## src/rtl/ram_ctrl_pkg.sv

```systemverilog
// ============================================================================
// Module : ram_ctrl_pkg
// Brief  : Shared types and command opcodes for the RAM command arbiter.
// Rev    : 1.0
// ============================================================================
`default_nettype none

package ram_ctrl_pkg;

    localparam int ADDR_W_DEFAULT = 8;
    localparam int DATA_W_DEFAULT = 8;

    localparam logic [1:0] CMD_WR_ADDR = 2'b00;
    localparam logic [1:0] CMD_WR_DATA = 2'b01;
    localparam logic [1:0] CMD_RD_ADDR = 2'b10;
    localparam logic [1:0] CMD_RD      = 2'b11;

    typedef enum logic [2:0] {
        ST_IDLE    = 3'd0,
        ST_WR_ADDR = 3'd1,
        ST_WR_DATA = 3'd2,
        ST_RD_ADDR = 3'd3,
        ST_RD_CMD  = 3'd4,
        ST_RD_WAIT = 3'd5,
        ST_DONE    = 3'd6
    } state_t;

endpackage

`default_nettype wire

```

## src/rtl/rr_arb2.sv

```systemverilog
// ============================================================================
// Module : rr_arb2
// Brief  : Two-way round-robin grant selection with a priority pointer.
// Rev    : 1.0
// ============================================================================
`default_nettype none

module rr_arb2 (
    input  logic       clk,
    input  logic       rst_n,
    input  logic [1:0] i_req,
    input  logic       i_update,
    input  logic       i_upd_idx,
    output logic       o_valid,
    output logic       o_idx
);

    // r_prio is the requester that wins the next tie; it moves away from
    // whoever was just served.
    logic r_prio;

    always_ff @(posedge clk or negedge rst_n) begin
        if (!rst_n) begin
            r_prio <= 1'b0;
        end else if (i_update) begin
            r_prio <= ~i_upd_idx;
        end
    end

    always_comb begin
        o_valid = |i_req;
        case (i_req)
            2'b01:   o_idx = 1'b0;
            2'b10:   o_idx = 1'b1;
            2'b11:   o_idx = r_prio;
            default: o_idx = 1'b0;
        endcase
    end

endmodule

`default_nettype wire

```

## src/rtl/ram_cmd_arbiter.sv

```systemverilog
// ============================================================================
// Module : ram_cmd_arbiter
// Brief  : Arbitrates two requesters onto a command-driven single-port RAM.
// Rev    : 1.0
// ============================================================================
`default_nettype none

module ram_cmd_arbiter
    import ram_ctrl_pkg::*;
#(
    parameter int ADDR_W  = ADDR_W_DEFAULT,
    parameter int DATA_W  = DATA_W_DEFAULT,
    parameter int TIMEOUT = 4
) (
    input  logic                clk,
    input  logic                rst_n,
    input  logic [1:0]          req,
    input  logic [1:0]          we,
    input  logic [2*ADDR_W-1:0] addr,
    input  logic [2*DATA_W-1:0] wdata,
    output logic [1:0]          ack,
    output logic [DATA_W-1:0]   rdata,
    output logic                err,
    output logic                busy,
    output logic [9:0]          ram_din,
    output logic                ram_rx_valid,
    input  logic [DATA_W-1:0]   ram_dout,
    input  logic                ram_tx_valid
);

    localparam int              CNT_W  = $clog2(TIMEOUT + 1);
    localparam logic [CNT_W-1:0] c_LAST = CNT_W'(TIMEOUT - 1);

    state_t              r_state;
    state_t              w_state_nxt;
    logic                w_grant;
    logic                w_arb_valid;
    logic                w_arb_idx;
    logic                r_gnt;
    logic [ADDR_W-1:0]   r_addr;
    logic [DATA_W-1:0]   r_wdata;
    logic [CNT_W-1:0]    r_cnt;
    logic                r_err_flag;
    logic [ADDR_W-1:0]   w_addr_sel;
    logic [DATA_W-1:0]   w_wdata_sel;
    logic [ADDR_W-1:0]   w_addr_src;
    logic [9:0]          w_din_nxt;
    logic                w_rxv_nxt;
    logic [1:0]          w_ack_nxt;

    logic [1:0]          r_ack;
    logic [DATA_W-1:0]   r_rdata;
    logic                r_err;
    logic                r_busy;
    logic [9:0]          r_din;
    logic                r_rxv;

    rr_arb2 u_rr_arb2 (
        .clk       (clk),
        .rst_n     (rst_n),
        .i_req     (req),
        .i_update  (r_state == ST_DONE),
        .i_upd_idx (r_gnt),
        .o_valid   (w_arb_valid),
        .o_idx     (w_arb_idx)
    );

    assign w_addr_sel  = addr[int'(w_arb_idx)*ADDR_W +: ADDR_W];
    assign w_wdata_sel = wdata[int'(w_arb_idx)*DATA_W +: DATA_W];
    // The address command is issued the cycle after grant, before r_addr is loaded.
    assign w_addr_src  = (r_state == ST_IDLE) ? w_addr_sel : r_addr;

    always_ff @(posedge clk or negedge rst_n) begin
        if (!rst_n) begin
            r_state <= ST_IDLE;
        end else begin
            r_state <= w_state_nxt;
        end
    end

    always_comb begin
        w_state_nxt = r_state;
        w_grant     = 1'b0;
        case (r_state)
            ST_IDLE: begin
                // No grant in the ack cycle: the finished requester still holds req.
                if (w_arb_valid && (r_ack == 2'b00)) begin
                    w_grant     = 1'b1;
                    w_state_nxt = we[w_arb_idx] ? ST_WR_ADDR : ST_RD_ADDR;
                end
            end
            ST_WR_ADDR: w_state_nxt = ST_WR_DATA;
            ST_WR_DATA: w_state_nxt = ST_DONE;
            ST_RD_ADDR: w_state_nxt = ST_RD_CMD;
            ST_RD_CMD:  w_state_nxt = ST_RD_WAIT;
            ST_RD_WAIT: begin
                if (ram_tx_valid || (r_cnt == c_LAST)) begin
                    w_state_nxt = ST_DONE;
                end
            end
            ST_DONE:    w_state_nxt = ST_IDLE;
            default:    w_state_nxt = ST_IDLE;
        endcase
    end

    // Commands are decoded from the next state so they line up with it.
    always_comb begin
        w_din_nxt = 10'd0;
        w_rxv_nxt = 1'b0;
        case (w_state_nxt)
            ST_WR_ADDR: begin
                w_din_nxt = {CMD_WR_ADDR, 8'(w_addr_src)};
                w_rxv_nxt = 1'b1;
            end
            ST_WR_DATA: begin
                w_din_nxt = {CMD_WR_DATA, 8'(r_wdata)};
                w_rxv_nxt = 1'b1;
            end
            ST_RD_ADDR: begin
                w_din_nxt = {CMD_RD_ADDR, 8'(w_addr_src)};
                w_rxv_nxt = 1'b1;
            end
            ST_RD_CMD: begin
                w_din_nxt = {CMD_RD, 8'h00};
                w_rxv_nxt = 1'b1;
            end
            default: begin
                w_din_nxt = 10'd0;
                w_rxv_nxt = 1'b0;
            end
        endcase
    end

    assign w_ack_nxt = (r_state == ST_DONE) ? (2'b01 << r_gnt) : 2'b00;

    always_ff @(posedge clk or negedge rst_n) begin
        if (!rst_n) begin
            r_gnt      <= 1'b0;
            r_addr     <= '0;
            r_wdata    <= '0;
            r_cnt      <= '0;
            r_err_flag <= 1'b0;
            r_rdata    <= '0;
        end else begin
            if (w_grant) begin
                r_gnt      <= w_arb_idx;
                r_addr     <= w_addr_sel;
                r_wdata    <= w_wdata_sel;
                r_err_flag <= 1'b0;
            end
            if (r_state == ST_RD_CMD) begin
                r_cnt <= '0;
            end else if ((r_state == ST_RD_WAIT) && !ram_tx_valid) begin
                r_cnt <= r_cnt + CNT_W'(1);
            end
            if (r_state == ST_RD_WAIT) begin
                if (ram_tx_valid) begin
                    r_rdata <= ram_dout;
                end else if (r_cnt == c_LAST) begin
                    r_rdata    <= '0;
                    r_err_flag <= 1'b1;
                end
            end
        end
    end

    // Busy covers the ack cycle, which follows DONE.
    always_ff @(posedge clk or negedge rst_n) begin
        if (!rst_n) begin
            r_ack  <= 2'b00;
            r_err  <= 1'b0;
            r_busy <= 1'b0;
            r_din  <= 10'd0;
            r_rxv  <= 1'b0;
        end else begin
            r_ack  <= w_ack_nxt;
            r_err  <= (r_state == ST_DONE) && r_err_flag;
            r_busy <= (w_state_nxt != ST_IDLE) || (r_state == ST_DONE);
            r_din  <= w_din_nxt;
            r_rxv  <= w_rxv_nxt;
        end
    end

    assign ack          = r_ack;
    assign rdata        = r_rdata;
    assign err          = r_err;
    assign busy         = r_busy;
    assign ram_din      = r_din;
    assign ram_rx_valid = r_rxv;

endmodule

`default_nettype wire

```

## config.mk

```make
export PLATFORM = sky130hd
export DESIGN_NAME = ram_cmd_arbiter
export DESIGN_NICKNAME = d
export VERILOG_FILES = /design/src/rtl/ram_ctrl_pkg.sv /design/src/rtl/rr_arb2.sv /design/src/rtl/ram_cmd_arbiter.sv
export SDC_FILE = /design/constraint.sdc
export NUM_CORES = 1
export LEC_CHECK = 0
export CORE_MARGIN = 4
export CORE_UTILIZATION = 35
export CTS_CLUSTER_SIZE = 25
export DETAILED_ROUTE_END_ITERATION = 10
export GPL_ROUTABILITY_DRIVEN = 0
export GPL_TIMING_DRIVEN = 0
export PLACE_DENSITY = 0.72
export RECOVER_POWER = 25
export SYNTH_ARGS = -nofsm -noshare
export SYNTH_HDL_FRONTEND = slang
export SYNTH_HIERARCHICAL = 1
export SYNTH_SLANG_ARGS = --single-unit
```

## constraint.sdc

```tcl
create_clock -name clk -period 4.17 [get_ports clk]
set_clock_uncertainty 0.1 [all_clocks]
set_input_delay 0.834 -clock clk [delete_from_list [all_inputs] [get_ports clk]]
set_output_delay 0.834 -clock clk [all_outputs]
set_load 0.05 [all_outputs]
```

==> impl_metrics.tcl, run 1 <==
set metrics [dict create \
    status "complete, but fails checks" \
    violations "max-capacitance violations, max-slew violations" \
    ys.flop_type "dfrtp_1" \
    chipHeight_um 80.1 \
    root_buffer "clkbuf_8" \
    path_max_fanout 10 \
    gr-total-overflow 0 \
    p_per_area_nw_per_um2 725 \
    syn_area_sq_um 1820 \
    dp_worst_setup_slack_ns 1.27 \
    worst_slack_ns 1.61 \
    post-dp-hpwl_um 3410 \
    synth_async_sr_flop_share 1.00 \
    syn_nets 209 \
    slew_violations 41 \
    worstPathArrival_ns 2.63 \
    worstMarginPinSlew_ns 2.16 \
    cts_setup_buffers 0 \
    period_minus_slack_ns 2.56 \
    synth_top_area_frac 0.550 \
    final_nets 284 \
    grt_pass1_wl_um 7320 \
    grt_start_max_net_pins 41 \
    fin_setup_tns_ns 0 \
    antennaDiodeCount 0 \
    fin_crit_sh 0.614 \
    peakVddDrop_v 0.000246 \
    grt_pass1_vias 1485 \
    required_ns 4.24 \
    synth_warnings 6 \
    post-synth-top-count-cell "dfrtp_1" \
    synth_cell_type_count 35 \
    maxSlewHeadroom -0.439 \
    initial_core_util 0.373 \
    viasPerCell 4.77 \
    reg2reg_from "r_state[1]" \
    clock_path_buffers 2 \
    whs_path_depth 2 \
    startpoint "req[1]" \
    clk_latency_ns 0.29 \
    cts.sinks 40 \
    path_class "in -> reg" \
    grt_usage 0.152 \
    wl_per_cell_um 14.7 \
    ctsHoldBuffers 0 \
    io_pins 70 \
    yosysTopAreaCell "dfrtp_1" \
    drc 0 \
    syn_inst 160 \
    reg2reg_depth 4 \
    synthTopCellsByCount "dfrtp_1, o21ai_0, mux2i_1" \
    clkTransAtPathRegs_ns 0.07 \
    dr.pass1.iters 4 \
    rsz0062_at_grt "false" \
    utilization 0.554 \
    port_buffers 68 \
    fmax_mhz 391 \
    area_delta_synth_final_pct 48.6 \
    synth_edf_count 0 \
    std_cell_rows 25 \
    hp-class "reg -> reg" \
    regArea_sq_um 1000 \
    antenna_left 0 \
    worst_hold_startpoint "r_wdata[3]" \
    die_area_sq_um 6420 \
    die_w_um 80.1 \
    cts-resized-gates 0 \
    drtIter0Drc 34 \
    cts_buffers 5 \
    drive_gt1_frac 0.106 \
    antenna_found_initial 0 \
    fillers 468 \
    syn_area_per_cell_sq_um 11.4 \
    synth-seq-cells 40 \
    synth.top_cells.by_area "dfrtp_1, mux2i_1, o21ai_0" \
    maxCapViolations 1 \
    vias 1445 \
    setup_viol_count_final 0 \
    routed_wl_um 4460 \
    cts_max_level 2 \
    core_area_sq_um 4880 \
    start_kind "primary input" \
    p_leak_nw 1.17 \
    end_kind "flop" \
    hold_viol_final 0 \
    multi_input_area_sq_um 729 \
    cts_tree "done" \
    yosysSeqAreaShare 0.550 \
]
cell type report:
type,instances,share of cell area
inverters,4,0.00555
repair buffers,68,0.249
clock inverters,1,0.0111
well taps,67,0.0310
multi-input cells,102,0.270
flip-flops and latches,40,0.370
plain buffers,14,0.0278
clock buffers,7,0.0356
report_power, final:
part           switching, mW  leakage, nW  internal [mW]
Sequential            0.0732        0.512          0.547
Combinational          0.611        0.590          0.384
Clock                  0.135       0.0645          0.211
Total                  0.820         1.17           1.14
flip-flops by register name (all words and copies together) (netlist names):
register / cells
r_wdata: 8
r_state: 3
ack: 2
ram_rx_valid: 1
u_rr_arb2/r_prio: 1
rdata: 8
r_cnt: 3
err: 1
r_err_flag: 1
busy: 1
r_gnt: 1
ram_din: 10
through the flow:
step / hold WS, ns / power (mW) / cells / cell area [sq um]
final: 0.388 / 1.96 / 303 / 2710
after global routing: 0.413 / 2.09 / 303 / 2710
after CTS: 0.395 / 1.98 / 303 / 2710
after detailed placement: 0.374 / 1.63 / 295 / 2580
after global placement: 0.364 / 1.61 / 295 / 2580
after floorplan: 0.342 / 1.30 / 160 / 1820
metal layers:
metal,part of all wire,vias up,global-route usage
li1,-,714,-
met1,0.42,695,0.189
met2,0.53,31,0.252
met3,0.042,5,0.0370
met4,0.016,0,0.0608
met5,0,-,0
logic make-up (layout without fill, tap and decap cells):
family	count (synthesis)	count (layout)	share of synthesized area
xor gates and xnor gates	2	2	0.00962
buffers and inverters	18	94	0.0495
AOI/OAI and AO/OA	48	48	0.180
muxes	19	19	0.108
adders and majority gates	2	2	0.0137
and+or+nand+nor	31	31	0.0894
DFF	40	40	0.550
worst max-delay path, cell delays in order:
cell and delay (ns):
clkdlybuf4s50_1 0.46, a21boi_1 0.16, buf_4 0.22, clkbuf_1 0.55, mux2i_1 0.30, o21ai_0 0.09
worst paths after layout:
path,end,slack (ns)
min in group asynchronous,rdata[7],1.07
worst min register to register,ram_din[3],0.39
max in group asynchronous,r_cnt[2],1.67
worst max register to register,ram_din[5],2.26
worst min-delay path,ram_din[3],0.39
worst max-delay path,r_wdata[0],1.61
cells in the final DEF, fill, tap and decap left out:
master           instances
inv_1                    4
nor4b_1                  1
mux2i_1                 17
and3_1                   1
buf_2                    3
buf_4                    1
mux2_2                   1
or2_1                    2
xor2_1                   1
o211ai_1                 1
a31oi_1                  1
or3_1                    1
a2bb2oi_1                1
nor3b_1                  1
ha_1                     2
buf_6                    2
nor2_1                   2
o221ai_1                 1
o2bb2ai_1                1
clkbuf_1                 9
o21ai_2                  9
o21ai_0                 21
a21boi_1                 1
a21oi_1                  2
nand2_1                 12
and2_1                   2
clkdlybuf4s50_1         67
nor3_1                   2
or3b_1                   1
nor2b_1                  5
nand2b_1                 1
clkbuf_8                 7
xnor2_1                  1
dfrtp_1                 40
bufinv_16                1
mux2_4                   1
a22oi_1                  1
a22o_1                   9
(Power assumes the default switching activity.)
==> inputs of run 2 (changes only) <==
==> constraint.sdc (replaced) <==
create_clock -name clk -period 2.6 [get_ports clk]
set_clock_uncertainty 0.1 [all_clocks]
set_input_delay 0.52 -clock clk [delete_from_list [all_inputs] [get_ports clk]]
set_output_delay 0.52 -clock clk [all_outputs]
set_load 0.05 [all_outputs]
==> impl_metrics.tcl, run 2 (synthesized netlist as in run 1, its figures left out) <==
set metrics [dict create \
    dp_cells 295 \
    root_buffer "clkbuf_8" \
    r2r_slack_ns 0.69 \
    std_cell_rows 25 \
    fmax_mhz 445 \
    grt_pass1_vias 1485 \
    clkTransAtPathRegs_ns 0.08 \
    maxCapViolations 0 \
    power.switching_mw 1.32 \
    path_class "in -> reg" \
    rsz0062_at_grt "false" \
    cts.sinks 40 \
    core_area_sq_um 4880 \
    slew_violations 0 \
    crit_path_end "r_wdata[0]" \
    cpPeakStageDelay_ns 0.56 \
    port_buffers 68 \
    cts_max_level 2 \
    worst_slack_ns 0.353 \
    cts_buffers 5 \
    final_common_cell "clkdlybuf4s50_1" \
    area_delta_synth_final_pct 48.7 \
    hp-class "in -> async" \
    drive_gt1_frac 0.110 \
    io_pins 70 \
    regArea_sq_um 1000 \
    fin_setup_tns_ns 0 \
    maxSlewHeadroom 0.331 \
    viasPerCell 4.78 \
    grt_start_max_net_pins 41 \
    layout_common_cells "clkdlybuf4s50_1, dfrtp_1, o21ai_0, mux2i_1, nand2_1" \
    dr.pass1.iters 4 \
    fin_crit_sh 0.864 \
    p_leak_nw 1.17 \
    setup_viol_count_final 0 \
    reg2reg_from "r_state[1]" \
    drc 0 \
    worstMarginPinSlew_ns 1.00 \
    post-dp-hpwl_um 3410 \
    dp_worst_setup_slack_ns 0.0152 \
    clk_latency_ns 0.29 \
    seq_power_share 0.316 \
    p_sw_frac 0.418 \
    placed_cell_area_sq_um 2580 \
    start_kind "primary input" \
    worstPathArrival_ns 2.32 \
    p_per_area_nw_per_um2 1160 \
    required_ns 2.67 \
    fillers 467 \
    crit_chain "clkdlybuf4s50_1, a21boi_1, buf_4, clkbuf_1, mux2i_1, o21ai_0" \
    gr-total-overflow 0 \
    period_minus_slack_ns 2.25 \
    die_w_um 80.1 \
    wl_per_cell_um 14.7 \
    peakVddDrop_v 0.000395 \
    multi_input_area_sq_um 729 \
    drtIter0Drc 34 \
    antenna_found_initial 0 \
    r2r-end "ram_din[5]" \
    hold_viol_final 0 \
    final_cells 303 \
    p_comb_frac 0.507 \
    cp.buffers_inverters 3 \
    vias 1449 \
    utilization 0.555 \
    ctsHoldBuffers 0 \
    die_area_sq_um 6420 \
    routed_wl_um 4470 \
    chipHeight_um 80.1 \
    cts_tree "done" \
    cts-resized-gates 0 \
    path_delay_family "buffers and inverters" \
    slowest_stage "clkbuf_1" \
    p_int_mw 1.83 \
    final_area_sq_um 2710 \
    grt_usage 0.152 \
    initial_core_util 0.373 \
    antennaDiodeCount 0 \
    final_nets 284 \
    status "finished, final reports clean" \
    path_max_fanout 10 \
    clockPowerShare 0.177 \
    grt_pass1_wl_um 7320 \
    clock_path_buffers 2 \
    largest_reg_flops 10 \
    end_kind "flop" \
    reg2reg_depth 4 \
    startpoint "req[1]" \
    worst-path-stages 6 \
    cts_setup_buffers 0 \
    antenna_left 0 \
]
[run 2: routing by layer]
metal / global-route usage / part of all wire / vias to the layer above
met3: 0.0370 / 0.040 / 5
met2: 0.252 / 0.53 / 31
met5: 0 / 0 / -
li1: - / - / 715
met4: 0.0608 / 0.016 / 0
met1: 0.189 / 0.42 / 698
[run 2: power by group through the flow]
stage | Clock, mW | Combinational [mW] | Sequential (mW)
after floorplan | 0 | 0.609 | 1.48
after global placement | 0 | 1.59 | 1.00
after detailed placement | 0 | 1.61 | 1.01
after CTS | 0.568 | 1.61 | 0.997
after global routing | 0.594 | 1.72 | 1.03
final | 0.556 | 1.60 | 0.995
[run 2: how the worst min path moves through the flow]
stage                     from    endpoint  cells after the start
floorplan                rst_n      ack[0]                      0
global placement    r_wdata[0]  ram_din[0]                      2
detailed placement  r_wdata[0]  ram_din[0]                      2
CTS                      rst_n    rdata[7]                      1
global route             rst_n    rdata[7]                      1
finish                   rst_n    rdata[7]                      1
[run 2: layout make-up]
class / instances / share of cell area
sequential: 40 / 0.370
multi-input combinational: 102 / 0.270
timing repair buffer: 68 / 0.250
clock buffer: 7 / 0.0356
tap: 67 / 0.0310
buffer: 14 / 0.0277
clock inverter: 1 / 0.0111
inverter: 4 / 0.00555
[run 2: worst reg2reg max path, cell delays in order (launching register included)]
cell and delay (ns):
dfrtp_1 0.40, clkbuf_1 0.24, nor3b_1 0.80, nand2_1 0.22, o21ai_2 0.09
[run 2: stage by stage]
stage	power, mW	hold WS (ns)
finish	3.15	0.288
global route	3.35	0.359
CTS	3.18	0.273
detailed placement	2.62	0.374
global placement	2.59	0.364
floorplan	2.09	0.124
==> inputs of run 3 (changes only) <==
--- a/config.mk
+++ b/config.mk
@@ -5,13 +5,15 @@
 export SDC_FILE = /design/constraint.sdc
 export NUM_CORES = 1
 export LEC_CHECK = 0
+export CELL_PAD_IN_SITES_DETAIL_PLACEMENT = 1
+export CELL_PAD_IN_SITES_GLOBAL_PLACEMENT = 1
 export CORE_MARGIN = 4
-export CORE_UTILIZATION = 35
+export CORE_UTILIZATION = 32
 export CTS_CLUSTER_SIZE = 25
 export DETAILED_ROUTE_END_ITERATION = 10
 export GPL_ROUTABILITY_DRIVEN = 0
 export GPL_TIMING_DRIVEN = 0
-export PLACE_DENSITY = 0.72
+export PLACE_DENSITY = 0.83
 export RECOVER_POWER = 25
 export SYNTH_ARGS = -nofsm -noshare
 export SYNTH_HDL_FRONTEND = slang
==> impl_metrics.tcl, run 3 (synthesized netlist as in run 1, its figures left out) <==
set metrics [dict create \
    cts_buffers 5 \
    worstMarginPinSlew_ns 1.00 \
    clk_latency_ns 0.29 \
    std_cell_rows 27 \
    area_delta_synth_final_pct 48.5 \
    maxSlewHeadroom 0.329 \
    cts-resized-gates 0 \
    grt_usage 0.143 \
    clockPowerShare 0.164 \
    maxCapViolations 0 \
    p_int_mw 1.78 \
    met1_length_um 2150 \
    fillers 596 \
    ctsHoldBuffers 0 \
    routed_wl_um 4780 \
    grt_pass1_wl_um 8040 \
    cts_tree "done" \
    antenna_left 0 \
    grt_pass1_vias 1596 \
    required_ns 2.68 \
    antenna_found_initial 0 \
    path_max_fanout 10 \
    post-dp-hpwl_um 3560 \
    clock_path_buffers 2 \
    p_sw_frac 0.432 \
    viasPerCell 4.77 \
    dr.pass1.iters 4 \
    power.switching_mw 1.36 \
    reg2reg_depth 4 \
    chipHeight_um 83.4 \
    vias 1469 \
    grt_start_max_net_pins 41 \
    period_minus_slack_ns 2.28 \
    end_kind "flop" \
    fin_crit_sh 0.875 \
    start_kind "primary input" \
    wl_met3_um 142 \
    rsz0062_at_grt "false" \
    fmax_mhz 440 \
    drc 0 \
    core_area_sq_um 5510 \
    root_buffer "clkbuf_8" \
    clkTransAtPathRegs_ns 0.08 \
    p_per_area_nw_per_um2 1160 \
    p_comb_frac 0.514 \
    largest_reg_flops 10 \
    antennaDiodeCount 0 \
    cts_setup_buffers 0 \
    wl_met2_um 2400 \
    die_area_sq_um 6960 \
    holdWs_ns 0.271 \
    gr-total-overflow 0 \
    r2r_slack_ns 0.61 \
    cts.sinks 40 \
    path_class "in -> reg" \
    port_buffers 68 \
    report.power.total_mw 3.14 \
    drive_gt1_frac 0.110 \
    worstPathArrival_ns 2.35 \
    final_area_sq_um 2700 \
    peakVddDrop_v 0.000471 \
    final_common_cell "clkdlybuf4s50_1" \
    p_leak_nw 1.16 \
    slew_violations 0 \
    io_pins 70 \
    cts_max_level 2 \
    placed_cell_area_sq_um 2590 \
    r2r-end "ram_din[1]" \
    die_w_um 83.4 \
    drtIter0Drc 41 \
    hold_viol_final 0 \
    top_layer "met4" \
    hp-class "in -> async" \
    seq_power_share 0.323 \
    initial_core_util 0.331 \
    final_nets 284 \
    reg2reg_from "r_state[1]" \
    status "finished, final reports clean" \
    layout_common_cells "clkdlybuf4s50_1, dfrtp_1, o21ai_0, mux2i_1, nand2_1" \
    setup_viol_count_final 0 \
    wl_per_cell_um 15.5 \
]
==> run 3: cell types whose count changed in the layout (fill, tap and decap cells not counted), sizes merged <==
cell    change
clkbuf      -2
clkinv      +2
==> run 3: power groups by stage <==
stage          Sequential, mW  Combinational [mW]  Clock, mW
5_1_grt                  1.05                1.74      0.551
2_1_floorplan            1.48               0.609          0
6_report                 1.01                1.61      0.513
4_1_cts                  1.01                1.63      0.526
3_5_place_dp             1.02                1.62          0
3_3_place_gp             1.01                1.59          0
==> run 3: worst max path at each step <==
stage | start | endpoint | slack, ns | cells after the start
floorplan | ack[1] | r_gnt | 0.62 | 5
global placement | rst_n | rdata[2] | -0.09 | 1
detailed placement | req[1] | r_wdata[0] | -0.002 | 6
CTS | req[1] | r_wdata[0] | 0.31 | 6
global route | req[1] | r_wdata[5] | 0.20 | 6
finish | req[1] | r_wdata[0] | 0.32 | 6
==> run 3: critical path, cell delays in order <==
cell	delay, ns
clkdlybuf4s50_1	0.47
a21boi_1	0.16
buf_4	0.22
clkbuf_1	0.59
mux2i_1	0.29
o21ai_0	0.10
==> run 3: area by class of cell <==
| cell class | instances | area [sq um] | area share |
|---|---|---|---|
| clock buffer | 5 | 68.8 | 0.0255 |
| multi-input combinational | 102 | 729 | 0.270 |
| buffer | 14 | 75.1 | 0.0278 |
| clock inverter | 3 | 47.5 | 0.0176 |
| tap | 72 | 90.1 | 0.0333 |
| sequential | 40 | 1000 | 0.370 |
| inverter | 4 | 15.0 | 0.00556 |
| timing repair buffer | 68 | 676 | 0.250 |
==> run 3: routing by layer <==
metal	global-route usage	vias up
met1	0.176	722
li1	-	715
met2	0.244	27
met5	0	-
met4	0.0614	0
met3	0.0278	5
==> run 3: per-stage QoR <==
step | instances | setup slack (ns) | util | TNS [ns]
2_1_floorplan | 160 | 0.615 | - | 0
3_5_place_dp | 300 | -0.00170 | 0.470 | -0.00170
3_3_place_gp | 300 | -0.0932 | 0.471 | -3.65
4_1_cts | 308 | 0.312 | 0.491 | 0
6_report | 308 | 0.325 | 0.491 | 0
5_1_grt | 308 | 0.196 | 0.491 | 0
